==> config.mk <==
export PLATFORM = sky130hd
export DESIGN_NAME = unit_risk_seq
export DESIGN_NICKNAME = d
export VERILOG_FILES = /design/src/rtl/unit_risk_seq.sv
export SDC_FILE = /design/constraint.sdc
export NUM_CORES = 1
export LEC_CHECK = 0
export ABC_AREA = 1
export BUFFER_PORTS_ARGS = -buffer_cell sky130_fd_sc_hd__buf_2
export CAP_MARGIN = 20
export CORE_UTILIZATION = 45
export DETAILED_ROUTE_END_ITERATION = 10
export GPL_ROUTABILITY_DRIVEN = 0
export GPL_TIMING_DRIVEN = 0
export HOLD_SLACK_MARGIN = 0.05
export PLACE_DENSITY = 0.71
export SLEW_MARGIN = 25
export SYNTH_ARGS = -nofsm -noshare
export SYNTH_HDL_FRONTEND = slang
export SYNTH_SLANG_ARGS = --single-unit
==> constraint.sdc <==
create_clock -name i_clk -period 2.3 [get_ports i_clk]
set_input_delay 0.46 -clock i_clk [delete_from_list [all_inputs] [get_ports i_clk]]
set_output_delay 0.46 -clock i_clk [all_outputs]
set_load 0.01 [all_outputs]
==> src/rtl/unit_risk_seq.sv <==
// Hazard unit between IF/ID and ID/EX: load-use / JALR-on-load stalls, stretched
// branch flush, sticky HALT, debug enable gating and saturating stall/flush counters.
module unit_risk_seq #(
  parameter int BITS_REGS    = 5,
  parameter int FLUSH_CYCLES = 1,
  parameter int CNT_BITS     = 16
) (
  input  logic                 i_clk,
  input  logic                 i_reset,
  input  logic                 i_enable,
  input  logic                 i_EXMEM_flush,
  input  logic                 i_IDEX_mem_read,
  input  logic                 i_EXMEM_mem_read,
  input  logic                 i_JALR,
  input  logic                 i_HALT,
  input  logic                 i_IFID_uses_rt,
  input  logic [BITS_REGS-1:0] i_IDEX_rt,
  input  logic [BITS_REGS-1:0] i_EXMEM_rt,
  input  logic [BITS_REGS-1:0] i_IFID_rs,
  input  logic [BITS_REGS-1:0] i_IFID_rt,
  output logic                 o_risk_mux,
  output logic                 o_pc_write,
  output logic                 o_IFID_write,
  output logic                 o_flush_latch,
  output logic                 o_halted,
  output logic [CNT_BITS-1:0]  o_stall_count,
  output logic [CNT_BITS-1:0]  o_flush_count
);

  localparam int REM_W = (FLUSH_CYCLES > 1) ? $clog2(FLUSH_CYCLES) : 1;
  localparam logic [REM_W-1:0] REM_RELOAD = REM_W'(FLUSH_CYCLES - 1);

  typedef enum logic [1:0] {ST_RUN, ST_FLUSH, ST_HALT} state_t;

  state_t           state, state_nx;
  logic [REM_W-1:0] rem, rem_nx;
  logic             lu, jl, hz;

  always_comb begin
    lu = i_IDEX_mem_read && (i_IDEX_rt != '0) &&
         ((i_IDEX_rt == i_IFID_rs) || (i_IFID_uses_rt && (i_IDEX_rt == i_IFID_rt)));
    jl = i_JALR && i_EXMEM_mem_read && (i_EXMEM_rt != '0) && (i_EXMEM_rt == i_IFID_rs);
    hz = lu || jl;
  end

  always_comb begin
    o_risk_mux    = 1'b0;
    o_pc_write    = 1'b0;
    o_IFID_write  = 1'b0;
    o_flush_latch = 1'b0;
    o_halted      = (state == ST_HALT);
    state_nx      = state;
    rem_nx        = rem;
    if (i_reset) begin
      o_halted = 1'b0;
    end else if (i_enable) begin
      case (state)
        ST_RUN: begin
          if (i_EXMEM_flush) begin
            o_flush_latch = 1'b1;
            o_pc_write    = 1'b1;
            o_IFID_write  = 1'b1;
            if (FLUSH_CYCLES > 1) begin
              state_nx = ST_FLUSH;
              rem_nx   = REM_RELOAD;
            end
          end else if (hz) begin
            o_risk_mux = 1'b1;
          end else if (i_HALT) begin
            o_IFID_write = 1'b1;
            state_nx     = ST_HALT;
          end else begin
            o_pc_write   = 1'b1;
            o_IFID_write = 1'b1;
          end
        end
        ST_FLUSH: begin
          o_flush_latch = 1'b1;
          o_pc_write    = 1'b1;
          o_IFID_write  = 1'b1;
          if (i_EXMEM_flush) begin
            rem_nx = REM_RELOAD;
          end else if (rem <= REM_W'(1)) begin
            rem_nx   = '0;
            state_nx = ST_RUN;
          end else begin
            rem_nx = rem - REM_W'(1);
          end
        end
        ST_HALT: begin
          // A taken branch means the HALT was fetched on a wrong path: release it.
          if (i_EXMEM_flush) begin
            o_flush_latch = 1'b1;
            o_pc_write    = 1'b1;
            o_IFID_write  = 1'b1;
            o_halted      = 1'b0;
            if (FLUSH_CYCLES > 1) begin
              state_nx = ST_FLUSH;
              rem_nx   = REM_RELOAD;
            end else begin
              state_nx = ST_RUN;
            end
          end
        end
        default: state_nx = ST_RUN;
      endcase
    end
  end

  always_ff @(posedge i_clk) begin
    if (i_reset) begin
      state         <= ST_RUN;
      rem           <= '0;
      o_stall_count <= '0;
      o_flush_count <= '0;
    end else if (i_enable) begin
      state <= state_nx;
      rem   <= rem_nx;
      if (o_risk_mux && (o_stall_count != '1))
        o_stall_count <= o_stall_count + CNT_BITS'(1);
      if (o_flush_latch && (o_flush_count != '1))
        o_flush_count <= o_flush_count + CNT_BITS'(1);
    end
  end

endmodule

==> Word level (Yosys, flattened, before mapping) <==
Cells that the tools add are included.
W data, S select, Z words.
{ "totals": {"mem_bits_ro": 0, "output_inout_bits": 37, "ramBits": 0, "wordCells": 72, "mem_count": 0, "register_bits": 35, "latch_bits": 0} }
{ "op_classes": {"eq_ne": 13, "muxes": 33, "multipliers": 0, "n_addsub": 3, "n_bitwise": 0, "order_cmp": 1, "n_div": 0, "reduce_logical": 18, "shift": 0} }
{ "ops": {"columns": ["cell", "count"], "rows": [
  ["$add A16 B1 Y16 const B", 2],
  ["$ne A16 B16 Y1 const B", 2],
  ["$mux W1", 23],
  ["$eq A5 B5 Y1", 3],
  ["$mux W2", 6],
  ["$ne A2 B2 Y1 const B", 6],
  ["$reduce_bool A5 Y1", 2],
  ["$logic_and A1 B1 Y1", 8],
  ["$reduce_and A7 Y1", 1],
  ["$pmux W1 S3", 2],
  ["$pmux W2 S3", 1],
  ["$reduce_and A2 Y1", 3],
  ["$eq A2 B1 Y1 const B", 1],
  ["$eq A2 B2 Y1 const B", 1],
  ["$logic_not A2 Y1", 1],
  ["$logic_or A1 B1 Y1", 2],
  ["$pmux W1 S2", 1],
  ["$reduce_or A2 Y1", 1],
  ["$le A1 B1 Y1 const B", 1],
  ["$sub A1 B1 Y1 const B", 1]
]} }

==> Logic depth before layout (Yosys ltp) <==
Gate-level depths: netlist (run 1).
{ "depth": {"ltp_word": 12, "ltp_mapped": 12, "depth_no_buf": 12} }

==> Least setup slack after synthesis (run 1) <==
Ideal clock, no wire load.
{ "synth_timing": {"path_kind": "input -> output", "start": "input port i_reset", "end": "output port o_risk_mux", "path_stages": 6, "t_required_ns": 1.840, "arrival_time_ns": 1.575, "path_slack_ns": 0.265, "path_buffers": 2, "cell_sequence": "buf_2 > nor2_1 > inv_2 > nor3_4 > buf_2 > a21boi_1"} }
{ "synth_between": {"elab_chain_cells": 1} }
{ "synth_rtl": {"columns": ["element", "line_no", "rtl"], "rows": [
  ["start, declared", "9", "input logic i_reset,"],
  ["$mux W1", "54", "if (i_reset) begin"],
  ["end, declared", "21", "output logic o_risk_mux,"]
]} }
No other way between the ends.

==> Final worst setup path (run 1) <==
Same ends and word-level chain as after synthesis.

==> impl_metrics.json, run 1 <==
{
  "netlist-cell-type-count": 36,
  "regToRegStartpoint": "o_stall_count[0]",
  "cts-htree-levels": 2,
  "nets": 452,
  "ys_seq_elements": 33,
  "crit_path_max_fanout": 10,
  "min_period_ps": 2133,
  "clock_tree.root_cell": "clkbuf_8",
  "setup_total_negative_slack_ps": 0,
  "critPathMaxStageDelay_ps": 270,
  "post_cts_resize_count": 0,
  "global_route_wire_length_before_repair_um": 9487,
  "yosys.area.top_type_share_pct": 29.20,
  "p_leak_uw": 0.001274,
  "fraction_of_final_layout_cells_with_drive_strength_greater_than_1_pct": 24.94,
  "globalRoute.busiestLayer": "met2",
  "grt_setup_unrepaired": "false",
  "track_usage_pct": 22.78,
  "grt_remaining_overflow": 0,
  "worstMarginPinSlew_ps": 624.0,
  "use_met3_pct": 4.696,
  "synthDominantAreaCellType": "dfxtp_1",
  "io_pins": 66,
  "finalMaxSlewViolations": 0,
  "clkTransAtPathRegs_ps": 60,
  "core.rowCount": 25,
  "critPathLaunch": "i_reset",
  "avgRoutedWirePerCell_um": 11.29,
  "clock_path_buffers": 2,
  "endpoint_kind": "output pin",
  "required_ps": 1840,
  "crit_arrival_ps": 1670,
  "post_synth.cell_area_avg_sq_um": 6.500,
  "antenna_found_initial": 0,
  "initial_core_util_pct": 47.27,
  "vdd_drop_max_uv": 223.0,
  "pwr_density_cell_mw_per_mm2": 411.5,
  "holdBufCountCts": 0,
  "numClockSinks": 33,
  "rr_endpoint": "o_stall_count[12]",
  "report.final.setup_viol": 0,
  "first_global_vias": 2211,
  "cpMostUsedCell": "buf_2",
  "timing.critical_path.to": "o_risk_mux",
  "post-route-worst-setup-slack_ps": 166.8,
  "clock-skew-final_ps": 8.677,
  "min-delay-path-class": "primary input to register",
  "synth_warnings": 0,
  "first_pass_iters": 4,
  "timing.final.hold_violations": 0,
  "grtUsageMet1_pct": 28.06,
  "clk_latency_ps": 280,
  "r2r_slack_ps": 360,
  "antenna_cells": 0,
  "fmax_ghz": 0.4688,
  "grtUsageMet2_pct": 38.63,
  "clock_tree_from_tritoncts": "done",
  "final.period_utilization_pct": 92.75,
  "viasPerCell": 4.920,
  "synth.net_count": 380,
  "cp_slowest_cell": "buf_2",
  "drv_cap": 0,
  "grt_start_max_net_pins": 11,
  "antenna_left": 0,
  "rr_worst_depth": 9,
  "placeableCoreArea_sq_mm": 0.004786,
  "chipWidth_um": 72.90,
  "inserted_clock_buffers": 5,
  "critical_path_class": "primary input to output pin",
  "synthesis.area_sq_mm": 0.002262,
  "postRouteWirelength_um": 5508,
  "run_status": "finished, final reports clean",
  "syn-instance-count": 348,
  "post_detail_place_hpwl_um": 4229,
  "preCtsSetupSlack_ps": 5.023,
  "buffer_ports.inserted": 64,
  "post_cts.repair.setup_buffers": 1,
  "seq_area_frac_synth_pct": 29.20,
  "flow.area_growth_from_synthesis_pct": 21.85,
  "die-area_sq_mm": 0.005314,
  "remaining_drc_errors": 0,
  "start_kind": "primary input",
  "via_total_after_detailed_routing": 2401,
  "area_contributors_post_synth": "dfxtp_1 (29%), nand2_1 (17%), nor2_1 (6.6%), nand4_1 (5.5%), xor2_1 (5.4%)",
  "die_h_um": 72.90,
  "initialDrtViolationCount": 109,
  "worst_slew_margin_relative_to_its_limit_pct": 58.40,
  "cp_cell_sequence": "buf_2 -> nor2_1 -> inv_2 -> nor3_4 -> buf_2 -> a21boi_1 -> buf_2"
}
per-stage QoR:
stage                     cell area (sq um)  cells  power (uW)  hold WS, ps  util (%)
final                                  2756    488        1134        461.0     57.59
after global routing                   2756    488        1188        466.1     57.59
after CTS                              2756    488        1144        446.8     57.59
after detailed placement               2666    479       721.9        479.4     55.71
after global placement                 2666    479       720.5        473.2     55.71
after floorplan                        2262    348       667.7        498.7         -
critical path: cells and delay by family:
kind | cells | cell delay, ps
and+or+nand+nor | 2 | 360
AOI/OAI and AO/OA | 1 | 200
buffers and inverters | 4 | 650
synth_stat cells (all sizes together):
cell type	count
nand2	105
nor2	43
inv	40
dfxtp	33
a21oi	27
nand4	20
nand3	19
xor2	14
xnor2	9
o21ai	8
nor3	7
buf	6
ha	3
clkbuf	2
nand3b	2
nor3b	2
a211oi	1
a21boi	1
a21o	1
a31oi	1
and3	1
clkinv	1
o21bai	1
o22ai	1
where the power goes:
group	switching [uW]	internal (uW)	total, uW
clock network	214	210	424
registers	4.55	574	579
logic	80.3	51.4	132
state kept, by name, summed over array words and instances, names as in the netlist:
signal	count
o_flush_count	16
o_stall_count	16
state	1
metal layers:
metal  wire [um]  share of wire (%)
met1        2720                 49
met2        2523                 46
met3         187                3.4
met4          76                1.4
met5           0                  0
cells in the final DEF (no fill, tap or decap), types with 2 or more instances in the layout:
| cell type | Yosys | layout |
|---|---|---|
| ha_1 | 3 | 3 |
| nand4_1 | 20 | 20 |
| o21ai_1 | 5 | 5 |
| nor3_1 | 5 | 5 |
| nor3b_1 | 2 | 2 |
| o21ai_0 | 3 | 3 |
| buf_2 | 5 | 69 |
| nand2_1 | 104 | 104 |
| nor2_1 | 40 | 40 |
| xnor2_1 | 9 | 9 |
| nand3_1 | 16 | 16 |
| clkbuf_1 | 2 | 3 |
| xor2_1 | 14 | 14 |
| dfxtp_1 | 33 | 33 |
| a21oi_2 | 9 | 9 |
| nor2_2 | 2 | 2 |
| nand3_2 | 2 | 2 |
| clkinv_2 | 0 | 2 |
| inv_1 | 32 | 32 |
| inv_2 | 8 | 8 |
| a21oi_1 | 18 | 18 |
| clkbuf_8 | 0 | 5 |
how the worst min path moves through the flow:
| stage | startpoint | endpoint | slack (ps) | depth (start not counted) |
|---|---|---|---|---|
| after floorplan | o_flush_count[3] | o_flush_count[3] | 500 | 1 |
| after global placement | o_flush_count[6] | o_flush_count[6] | 470 | 1 |
| after detailed placement | o_flush_count[15] | o_flush_count[15] | 480 | 2 |
| after CTS | i_reset | o_stall_count[8] | 450 | 2 |
| after global routing | i_reset | o_stall_count[6] | 470 | 2 |
| final | i_reset | o_stall_count[8] | 460 | 2 |
logic make-up (layout without fill, tap and decap cells):
kind of cell	count (synthesis)	after routing	share of synthesized area, %
xor+xnor	23	23	8.905
fa+ha+maj	3	3	1.659
simple gates	199	199	40.38
buf+inv	49	122	8.739
flops	33	33	29.20
compound gates	41	41	11.12
final cells by class:
| cell class | count | area (sq um) |
|---|---|---|
| inverters | 41 | 153.9 |
| multi-input cells | 266 | 1404 |
| flip-flops and latches | 33 | 660.6 |
| fillers | 494 | 2029 |
| plain buffers | 8 | 43.79 |
| clock buffers | 6 | 72.57 |
| repair buffers | 65 | 327.8 |
| well taps | 67 | 83.83 |
| clock inverters | 2 | 10.01 |
(Power assumes the default switching activity.)
==> run 2, diff against run 1 <==
--- a/config.mk
+++ b/config.mk
@@ -13,7 +13,7 @@
 export GPL_ROUTABILITY_DRIVEN = 0
 export GPL_TIMING_DRIVEN = 0
 export HOLD_SLACK_MARGIN = 0.05
-export PLACE_DENSITY = 0.71
+export PLACE_DENSITY_LB_ADDON = 0.12
 export SLEW_MARGIN = 25
 export SYNTH_ARGS = -nofsm -noshare
 export SYNTH_HDL_FRONTEND = slang
==> impl_metrics.json, run 2 (synthesized netlist as in run 1, its figures left out) <==
{
  "run_status": "finished, final reports clean",
  "first_global_vias": 2051,
  "drv_cap": 0,
  "pwr_density_cell_mw_per_mm2": 436.1,
  "endpoint_kind": "output pin",
  "crit_path_max_fanout": 10,
  "remaining_drc_errors": 0,
  "placedInstanceArea_sq_mm": 0.002666,
  "avgRoutedWirePerCell_um": 10.98,
  "r2r_slack_ps": 440,
  "core.rowCount": 25,
  "setup_total_negative_slack_ps": 0,
  "clk_latency_ps": 290,
  "fraction_of_final_layout_cells_with_drive_strength_greater_than_1_pct": 25.18,
  "report.final.setup_viol": 0,
  "die-area_sq_mm": 0.005314,
  "clock-skew-final_ps": 7.821,
  "timing.final.hold_violations": 0,
  "postRouteWirelength_um": 5359,
  "post_cts.repair.setup_buffers": 1,
  "io_pins": 66,
  "grt_setup_unrepaired": "false",
  "fin_cells": 488,
  "clock_tree.root_cell": "clkbuf_8",
  "cpMostUsedCell": "buf_2",
  "min-delay-path-class": "primary input to register",
  "required_ps": 1840,
  "antenna_found_initial": 0,
  "die_h_um": 72.90,
  "chipWidth_um": 72.90,
  "start_kind": "primary input",
  "critPathMaxStageDelay_ps": 260,
  "worstMarginPinSlew_ps": 659.5,
  "cp_cell_sequence": "buf_2 -> nor2_1 -> inv_2 -> nor3_4 -> buf_2 -> a21boi_1 -> buf_2",
  "post_cts_resize_count": 0,
  "placed_cells": 479,
  "finalMaxSlewViolations": 0,
  "viasPerCell": 4.973,
  "critical_path_class": "primary input to output pin",
  "holdBufCountCts": 0,
  "min_period_ps": 2137,
  "grt_start_max_net_pins": 11,
  "path_buf_inv": 4,
  "worst_slew_margin_relative_to_its_limit_pct": 56.03,
  "finalHoldWorstSlack_ps": 430.3,
  "vdd_drop_max_uv": 231.1,
  "buffer_ports.inserted": 64,
  "clkTransAtPathRegs_ps": 80,
  "placeableCoreArea_sq_mm": 0.004786,
  "largest_registers": "o_flush_count: 16 flops, o_stall_count: 16 flops, state: 1 flops",
  "layout_commonest_cell": "nand2_1",
  "power_uw": 1210,
  "clock_path_buffers": 2,
  "first_pass_iters": 4,
  "inserted_clock_buffers": 5,
  "initialDrtViolationCount": 79,
  "critPathLaunch": "i_reset",
  "hold_path_startpoint": "i_reset",
  "final.period_utilization_pct": 92.93,
  "regToRegStartpoint": "o_stall_count[0]",
  "numClockSinks": 33,
  "via_total_after_detailed_routing": 2427,
  "fmax_ghz": 0.4679,
  "post-route-cell-area_sq_mm": 0.002775,
  "crit_arrival_ps": 1680,
  "p_leak_uw": 0.001283,
  "cp_slowest_cell": "buf_2",
  "flow.area_growth_from_synthesis_pct": 22.68,
  "layout.cells.most_common_list": "nand2_1 (104), buf_2 (69), nor2_1 (40)",
  "global_route_wire_length_before_repair_um": 9011,
  "clock_tree_from_tritoncts": "done",
  "antenna_left": 0,
  "cts-htree-levels": 2,
  "antenna_cells": 0,
  "track_usage_pct": 21.34,
  "initial_core_util_pct": 47.27,
  "path_delay_family": "buffers and inverters",
  "nets": 452,
  "post_detail_place_hpwl_um": 4198,
  "grt_remaining_overflow": 0
}
## run 2: changes by cell type in the layout (fill, tap and decap cells not counted)
cell	previous run	this run
clkbuf_8	5	7
clkinv_2	2	1
clkbuf_1	3	2
## run 2: per-stage QoR
step | worst slack (ps) | util [%]
global route | 35.77 | 57.99
floorplan | 265.4 | -
CTS | 161.7 | 57.99
global placement | 23.81 | 55.71
finish | 162.7 | 57.99
detailed placement | 0.8610 | 55.71
## run 2: final cells by class
type / instances / area, sq um
timing repair buffer: 65 / 327.8
fill: 499 / 2011
clock inverter: 1 / 5.005
tap: 67 / 83.83
multi-input combinational: 266 / 1404
clock buffer: 7 / 96.34
inverter: 41 / 153.9
buffer: 8 / 43.79
sequential: 33 / 660.6
## run 2: report_power, final
part           switching, uW  leakage [uW]  total, uW  internal, uW
combinational           80.1      0.000963        131          51.4
clock                    230     0.0000542        501           271
sequential              4.29      0.000266        578           574
total                    314       0.00128       1210           896
## run 2: path summary, 6_finish.rpt
kind,end,cells past startpoint
worst max-delay path,o_risk_mux,7
worst max register to register,o_stall_count[11],9
worst min register to register,o_flush_count[6],1
worst min-delay path,o_stall_count[8],2
## run 2: layer usage
layer	part of all wire, %	global-route usage [%]
met5	0	0
met1	50	28.35
met4	0.90	5.229
met3	5.8	5.663
met2	43	34.37
==> run 3, diff against run 2 <==
--- a/config.mk
+++ b/config.mk
@@ -6,10 +6,11 @@
 export NUM_CORES = 1
 export LEC_CHECK = 0
 export ABC_AREA = 1
-export BUFFER_PORTS_ARGS = -buffer_cell sky130_fd_sc_hd__buf_2
 export CAP_MARGIN = 20
 export CORE_UTILIZATION = 45
+export CTS_CLUSTER_DIAMETER = 120
 export DETAILED_ROUTE_END_ITERATION = 10
+export DONT_BUFFER_PORTS = 1
 export GPL_ROUTABILITY_DRIVEN = 0
 export GPL_TIMING_DRIVEN = 0
 export HOLD_SLACK_MARGIN = 0.05
==> impl_metrics.json, run 3 (synthesized netlist as in run 1, its figures left out) <==
{
  "regToRegStartpoint": "o_stall_count[1]",
  "antenna_cells": 0,
  "drv_cap": 0,
  "fillerInstances": 477,
  "cp_cell_sequence": "buf_2 -> nor2_1 -> inv_2 -> nor3_4 -> buf_2 -> a21boi_1",
  "clk_latency_ps": 280,
  "min-delay-path-class": "primary input to register",
  "post-route-worst-setup-slack_ps": 110.5,
  "remaining_drc_errors": 0,
  "cp_slowest_cell": "a21boi_1",
  "nets": 388,
  "report.final.setup_viol": 0,
  "rr_endpoint": "o_stall_count[11]",
  "grt_remaining_overflow": 0,
  "fmax_ghz": 0.4567,
  "r2r_slack_ps": 340,
  "global_route_wire_length_before_repair_um": 9087,
  "worstMarginPinSlew_ps": 601.8,
  "crit_arrival_ps": 1730,
  "initialDrtViolationCount": 95,
  "finalMaxSlewViolations": 0,
  "initial_core_util_pct": 47.27,
  "multi_input_area_sq_mm": 0.001404,
  "antenna_found_initial": 0,
  "largest_registers": "o_flush_count: 16 flops, o_stall_count: 16 flops, state: 1 flops",
  "placedInstanceArea_sq_mm": 0.002346,
  "hold_path_startpoint": "i_HALT",
  "min_period_ps": 2190,
  "grt_start_max_net_pins": 11,
  "clkTransAtPathRegs_ps": 70,
  "setup_total_negative_slack_ps": 0,
  "first_pass_iters": 4,
  "critPathMaxStageDelay_ps": 320,
  "clock_path_buffers": 2,
  "required_ps": 1840,
  "clock_tree_from_tritoncts": "done",
  "path_buf_inv": 3,
  "layout_commonest_cell": "nand2_1",
  "avgRoutedWirePerCell_um": 12.47,
  "post_cts_resize_count": 0,
  "flow.area_growth_from_synthesis_pct": 7.854,
  "crit_path_max_fanout": 10,
  "numClockSinks": 33,
  "postRouteWirelength_um": 5274,
  "placeableCoreArea_sq_mm": 0.004786,
  "p_leak_uw": 0.0009632,
  "die_h_um": 72.90,
  "track_usage_pct": 21.67,
  "path_delay_family": "buffers and inverters",
  "rr_worst_depth": 9,
  "final.period_utilization_pct": 95.20,
  "first_global_vias": 2002,
  "hold_end": "state[1]",
  "timing.final.hold_violations": 0,
  "die-area_sq_mm": 0.005314,
  "via_total_after_detailed_routing": 2166,
  "fraction_of_final_layout_cells_with_drive_strength_greater_than_1_pct": 11.24,
  "io_pins": 66,
  "grt_setup_unrepaired": "false",
  "worst_slew_margin_relative_to_its_limit_pct": 59.88,
  "inserted_clock_buffers": 5,
  "post_detail_place_hpwl_um": 4086,
  "cpMostUsedCell": "buf_2",
  "start_kind": "primary input",
  "critical_path_class": "primary input to output pin",
  "chipWidth_um": 72.90,
  "antenna_left": 0,
  "endpoint_kind": "output pin",
  "holdPathStages": 2,
  "ff_latch_area_sq_um": 660.6,
  "pwr_density_cell_mw_per_mm2": 458.6,
  "vdd_drop_max_uv": 211.7,
  "preCtsSetupSlack_ps": 30.07,
  "clock_tree.root_cell": "clkbuf_8",
  "cts-htree-levels": 2,
  "clock-skew-final_ps": 5.839,
  "run_status": "finished, final reports clean",
  "post-route-cell-area_sq_mm": 0.002440,
  "layout.cells.most_common_list": "nand2_1 (104), nor2_1 (40), dfxtp_1 (33)",
  "buffer_ports.inserted": 0,
  "core.rowCount": 25,
  "viasPerCell": 5.121
}
run 3: cell count changes in the layout (fill, tap and decap cells not counted):
cell | before | now
buf_2 | 69 | 5
clkbuf_1 | 2 | 3
clkinv_2 | 1 | 0
clkbuf_8 | 7 | 6
run 3: where the power goes:
group | internal, uW | switching (uW)
Sequential | 574 | 5.23
Clock | 238 | 207
Combinational | 32.1 | 62.7
run 3: worst max-delay path by stage:
stage / startpoint / end / slack (ps) / cells past startpoint
final: i_reset / o_risk_mux / 110 / 6
after global routing: i_reset / o_risk_mux / 2 / 6
after CTS: i_reset / o_risk_mux / 20 / 6
after detailed placement: i_reset / o_risk_mux / 30 / 6
after global placement: i_reset / o_risk_mux / 40 / 6
after floorplan: i_reset / o_risk_mux / 270 / 6
run 3: per-layer routing:
| metal | routed length, um | part of all wire, % | vias to the layer above | track usage (%) |
|---|---|---|---|---|
| met4 | 47 | 0.89 | 0 | 5.447 |
| met3 | 411 | 7.8 | 5 | 8.287 |
| met5 | 0 | 0 | - | 0 |
| li1 | - | - | 1136 | - |
| met2 | 2261 | 43 | 69 | 33.64 |
| met1 | 2554 | 48 | 956 | 28.20 |
run 3: through the flow:
step	hold WS, ps	power (uW)	cells	utilization [%]
after floorplan	498.7	667.7	348	-
after global placement	524.1	685.3	415	49.02
after detailed placement	533.2	686.6	415	49.02
after CTS	343.4	1133	422	50.82
after global routing	384.7	1177	423	50.98
final	348.2	1119	423	50.98
run 3: cell type report:
| cell class | instances | share of cell area [%] |
|---|---|---|
| flip-flops and latches | 33 | 27.08 |
| plain buffers | 8 | 1.795 |
| multi-input cells | 266 | 57.54 |
| repair buffers | 1 | 0.3077 |
| inverters | 41 | 6.308 |
| clock buffers | 7 | 3.538 |
| well taps | 67 | 3.436 |
run 3: what timing repair did:
item	in CTS	in global routing
buffers inserted	0	1
hold buffers	0	0
setup endpoints to repair	0	1
run 3: worst register-to-register path, delay by kind of cell (launching register included):
kind,cells,cell delay [ps]
adders and majority gates,1,250
DFF,1,460
AOI/OAI and AO/OA,1,110
and+or+nand+nor,6,910
buffers and inverters,1,160
